[src/rtl/ram64_regfile_if.sv]
// Access bus for the 64-word register file: one shared address, write strobe,
// write data and combinational read data.
interface ram64_regfile_if #(
  parameter int DATA_WIDTH = 20,
  parameter int ADDR_WIDTH = 6
);
  logic                  LOAD;
  logic [DATA_WIDTH-1:0] IN;
  logic [ADDR_WIDTH-1:0] sel;
  logic [DATA_WIDTH-1:0] OUT;

  modport master (output LOAD, output IN, output sel, input OUT);
  modport slave  (input LOAD, input IN, input sel, output OUT);
endinterface

[src/rtl/ram64_regfile.sv]
// Flip-flop register file: 64 words with one-hot load enables, synchronous
// write and a combinational 64:1 read mux on the same address.
module ram64_regfile #(
  parameter int DATA_WIDTH = 20,
  parameter int ADDR_WIDTH = 6,
  parameter int DEPTH      = 2**ADDR_WIDTH
) (
  input logic             clk,
  input logic             rst,
  ram64_regfile_if.slave  bus
);

  logic [DEPTH-1:0]                 we;
  logic [DEPTH-1:0][DATA_WIDTH-1:0] word;

  // Full decode: at most one word enabled, and only while LOAD is high.
  always_comb begin
    we = '0;
    if (bus.LOAD) we[bus.sel] = 1'b1;
  end

  always_ff @(posedge clk or posedge rst) begin
    if (rst) begin
      word <= '0;
    end else begin
      for (int i = 0; i < DEPTH; i++)
        if (we[i]) word[i] <= bus.IN;
    end
  end

  // No bypass from IN: the new value appears only once the register updates.
  assign bus.OUT = word[bus.sel];

endmodule

[src/flat_wrapper.sv]
// flat-port wrapper written by rule: the top's interface ports become plain ports
module ram64_regfile_flat 
#(
  parameter int DATA_WIDTH = 20,
  parameter int ADDR_WIDTH = 6,
  parameter int DEPTH      = 2**ADDR_WIDTH
)
  (clk, rst, bus_LOAD, bus_IN, bus_sel, bus_OUT);
  ram64_regfile_if #(.DATA_WIDTH(DATA_WIDTH), .ADDR_WIDTH(ADDR_WIDTH)) bus_i ();
  input logic clk;
  input logic rst;
  input wire logic [$bits(bus_i.LOAD)-1:0] bus_LOAD;
  input wire logic [$bits(bus_i.IN)-1:0] bus_IN;
  input wire logic [$bits(bus_i.sel)-1:0] bus_sel;
  output wire logic [$bits(bus_i.OUT)-1:0] bus_OUT;
  assign bus_i.LOAD = bus_LOAD;
  assign bus_i.IN = bus_IN;
  assign bus_i.sel = bus_sel;
  assign bus_OUT = bus_i.OUT;
  ram64_regfile #(.DATA_WIDTH(DATA_WIDTH), .ADDR_WIDTH(ADDR_WIDTH), .DEPTH(DEPTH)) u_core (.clk(clk), .rst(rst), .bus(bus_i));
endmodule
[config.mk]
export PLATFORM = sky130hd
export DESIGN_NAME = ram64_regfile_flat
export DESIGN_NICKNAME = d
export VERILOG_FILES = /design/src/rtl/ram64_regfile_if.sv /design/src/rtl/ram64_regfile.sv /design/src/flat_wrapper.sv
export SDC_FILE = /design/constraint.sdc
export NUM_CORES = 2
export LEC_CHECK = 0
export CAP_MARGIN = 20
export CORE_MARGIN = 2
export CORE_UTILIZATION = 25
export DETAILED_ROUTE_END_ITERATION = 12
export GPL_ROUTABILITY_DRIVEN = 0
export GPL_TIMING_DRIVEN = 1
export HOLD_SLACK_MARGIN = 0.12
export SETUP_SLACK_MARGIN = 0.15
export SYNTH_ARGS = -nofsm -noshare
export SYNTH_HDL_FRONTEND = slang
export SYNTH_SLANG_ARGS = --single-unit
[constraint.sdc]
create_clock -name clk -period 159.3 [get_ports clk]
set_input_delay 47.79 -clock clk [delete_from_list [all_inputs] [get_ports clk]]
set_output_delay 47.79 -clock clk [all_outputs]
set_load 0.03 [all_outputs]
# Word level (Yosys, flattened, before mapping)
# Index checks and enable logic that the tools add are counted.
[op_classes] order_cmp=2 mux=5 reduce_logical=1
[op_table] operator="20-bit binary-select mux with 6-bit select" n=1
[op_table] operator="64-bit two-way mux" n=1
[op_table] operator="20-bit two-way mux" n=1
[op_table] operator="6-bit by 7-bit < comparator with 1-bit output, second input constant" n=1
[op_table] operator="1-bit demux with 6-bit select" n=1
[op_table] operator="6-bit by 1-bit >= comparator with 1-bit output, second input constant" n=1
[op_table] operator="1-bit logical AND" n=1
[op_table] operator="1-bit two-way mux" n=1
[word_totals] reg_bits=1280 input_bits=29 output_inout_bits=20 wordCells=72

# Depth between registers and ports, before layout
[logic_depth] ltp_word=5 depth_mapped=10 depth_no_buf=5

# Worst setup path after synthesis
# OpenSTA, ideal clock, no wires.
[synth_timing] path_type="input port to output port" start="input port bus_sel[2]" end="output port bus_OUT[1]" t_arrival_ns=49.583 slack_ns=61.927 path_stages=8 n_path_buf=3 cell_sequence="buf_4 > buf_6 > clkbuf_1 > mux2_2 > a221oi_1 > o22ai_1 > a221oi_1 > nand4_1"
[synth_between] elab_chain_cells=2
[synth_rtl] element="start, declared" line="flat_wrapper.sv:14" text="input wire logic [$bits(bus_i.sel)-1:0] bus_sel;"
[synth_rtl] element="20-bit binary-select mux with 6-bit select" line="ram64_regfile.sv:32" text="assign bus.OUT = word[bus.sel];"
[synth_rtl] element="20-bit two-way mux (implied by the code)" line="ram64_regfile.sv:32"
[synth_rtl] element="end, declared" line="flat_wrapper.sv:15" text="output wire logic [$bits(bus_i.OUT)-1:0] bus_OUT;"
# No other way between the ends. The select of a mux whose other input is x is not followed.

# Worst setup path in the final report
[layout_timing] start="input port bus_sel[2]" end="output port bus_OUT[11]"
# Same word-level chain as after synthesis.

==> impl_metrics.ini <==
[global_route]
use_met2_pct = 25.1
gr-usage-met1_pct = 21.7
track_usage_pct = 16.3
grt_max_degree = 165
busiest_layer = met2
grt_pass1_vias = 40100
overflow = 0
grt_util_met3_pct = 3.11
grt_pass1_wl_mm = 293
antenna_found_initial = 14

[logic_synthesis]
synth_top_family_by_area = multiplexers
yosys-mux-area-fraction_pct = 29.3
synth_cells = 4388
synth.ff_latch_count = 1280
netlist_top_cells_area = dfrtp_1 (54%), mux2_2 (26%), a221oi_1 (3.4%)
synth_fa_ha_area_share_pct = 0
yosysSeqAreaShare_pct = 53.8
synth_top_cell_by_area = dfrtp_1
syn_nets = 4417
synth_edf_count = 0
synthSimpleGateAreaFrac_pct = 4.59
syn_area_per_cell_um2 = 13.6
ys.flop_type = dfrtp_1
ys.warnings.count = 0
synth_xor_area_share_pct = 0
yosysUniqueCellTypes = 66
async_flop_share_pct = 100
syn-cell-area_um2 = 59500
netlist.area_leader.share_pct = 53.8
synth_compound_area_share_pct = 8.28

[floorplanning]
die_area_um2 = 242000
initial_core_util_pct = 25.1
num_rows = 179
coreArea_um2 = 237000
io_pins = 49
dieHeight_um = 492
die_w_um = 492

[worst_setup_path]
cp.required_ps = 111510
max_stage_delay_ps = 790
worst-path-max-fanout = 56
cp_top_family = buffers and inverters
critical_path_class = input port to output pin
cp-end-kind = output pin
critPathBufInv = 4
critPathSlowestCell = clkdlybuf4s50_1
critPathLaunchType = input port
crit_chain = buf_8, buf_4, buf_4, mux4_2, mux2i_1, o22ai_1, a211oi_1, nand4_1, clkdlybuf4s50_1
regToRegSetupSlack_ps = 158510
cpMostUsedCell = buf_4
cp.arrival_ps = 53100

[sta]
clock_skew_ps = 0
fmaxAchievable_ghz = 0.00991
finalCriticalPeriod_ps = 100890
worstMarginPinSlew_ps = 1120
finalCritPeriodShare_pct = 63.3
finalSetupViolations = 0
hold_slack_ps = 493
maxSlewViolCount = 0
tns_ps = 0
slew-limit-headroom_pct = 25.2
finalHoldViolCount = 0
rsz0062_at_grt = no

[final_layout]
drive_gt1_share_pct = 44.1
largest_reg_flops = 1280
largest-register = u_core.word
layout_common_cells = mux2_2 (1381), dfrtp_1 (1280), a221oi_1 (230), clkbuf_16 (147), buf_4 (146)
fillers = 24000
final_common_cell = mux2_2
largestRegisters = u_core.word (1280)
finalNonFillerCells = 7508
areaGrowthSynthToFinish_pct = 13.6
final_nets = 4265

[cts]
cts_sinks = 1280
cts_tree = built
cts_buffers = 144
clk_latency_ps = 760
cts_setup_buffers = 0
cts_buffer_depth = 3
postCtsResizedCells = 0
htree_levels = 4
clk_pin_slew_worst_paths_ps = 50
cts_hold_buffers = 0
cts-root-buf = clkbuf_16

[placed_design]
dp_hpwl_mm = 116
post-place-cells = 7253
io_buffer_count = 48

[routing]
drtPass1Iterations = 6
vias = 39500
wl_per_cell_um = 26.8
viasPerCell = 5.27
drc = 0
routed_wl_mm = 201
postRouteAntennaNets = 0
first_iter_violations = 3901

[hold_path]
hold_class = flop to flop

[run]
maxCapViolations = 0

[power_and_ir_drop]
power_uw = 828
peakVddDrop_uv = 11.4
p_per_area_nw_per_um2 = 12.2
p_leak_nw = 30.0

[run_status]
status = finished, final reports clean
-- per-layer routing --
metal	wire [µm]	vias up
met2	90500	1600
li1	-	16100
met5	161	-
met4	11000	10
met1	85000	21400
met3	14500	444
-- area by class of cell --
class	instances	area, µm²	area share [%]
diodes	5	12.5	0.0185
inverters	4	30.0	0.0444
clock inverters	29	358	0.529
flip-flops and latches	1280	32000	47.3
repair buffers	202	1690	2.50
multi-input cells	2604	25300	37.4
clock buffers	217	4240	6.27
well taps	3167	3960	5.86
-- worst paths after layout --
kind / to / from / cells past startpoint
max in group asynchronous: u_core.word[771] / rst / 6
min in group asynchronous: u_core.word[209] / rst / 2
hold / removal: u_core.word[944] / u_core.word[944] / 1
setup / recovery: bus_OUT[11] / bus_sel[2] / 9
setup reg to reg: u_core.word[1105] / u_core.word[1105] / 1
hold reg to reg: u_core.word[944] / u_core.word[944] / 1
-- metrics by stage --
stage,util [%],worst slack (ps),instance area [µm²]
global placement,26.5,58540,62900
global route,28.5,58530,67600
detailed placement,26.5,58600,62900
floorplan,-,61930,59500
finish,28.5,58410,67700
CTS,28.4,58570,67500
-- cell families after synthesis --
| group | Yosys count |
|---|---|
| mux | 1492 |
| simple gates | 458 |
| buf+inv | 504 |
| compound gates | 654 |
| flops | 1280 |
-- synth_stat cells, drive strengths merged (17+ instances only) --
master     n
buf      299
dfrtp   1280
a21oi     84
mux2    1383
a22oi     87
mux2i     46
a221oi   231
mux4      63
or3b      28
nor2      63
a221o     17
nand3     34
nor3b     29
nand2     99
and3      30
clkbuf   201
o22ai     65
nand2b    32
o21ai     63
nand3b    56
and3b     48
-- power breakdown --
group	switching, mW	internal [mW]	leakage, nW
Sequential	0.0215	0.368	17.0
Combinational	0.0580	0.0519	10.7
Clock	0.134	0.194	2.27
Note: power is estimated with default switching activity, not from simulation.
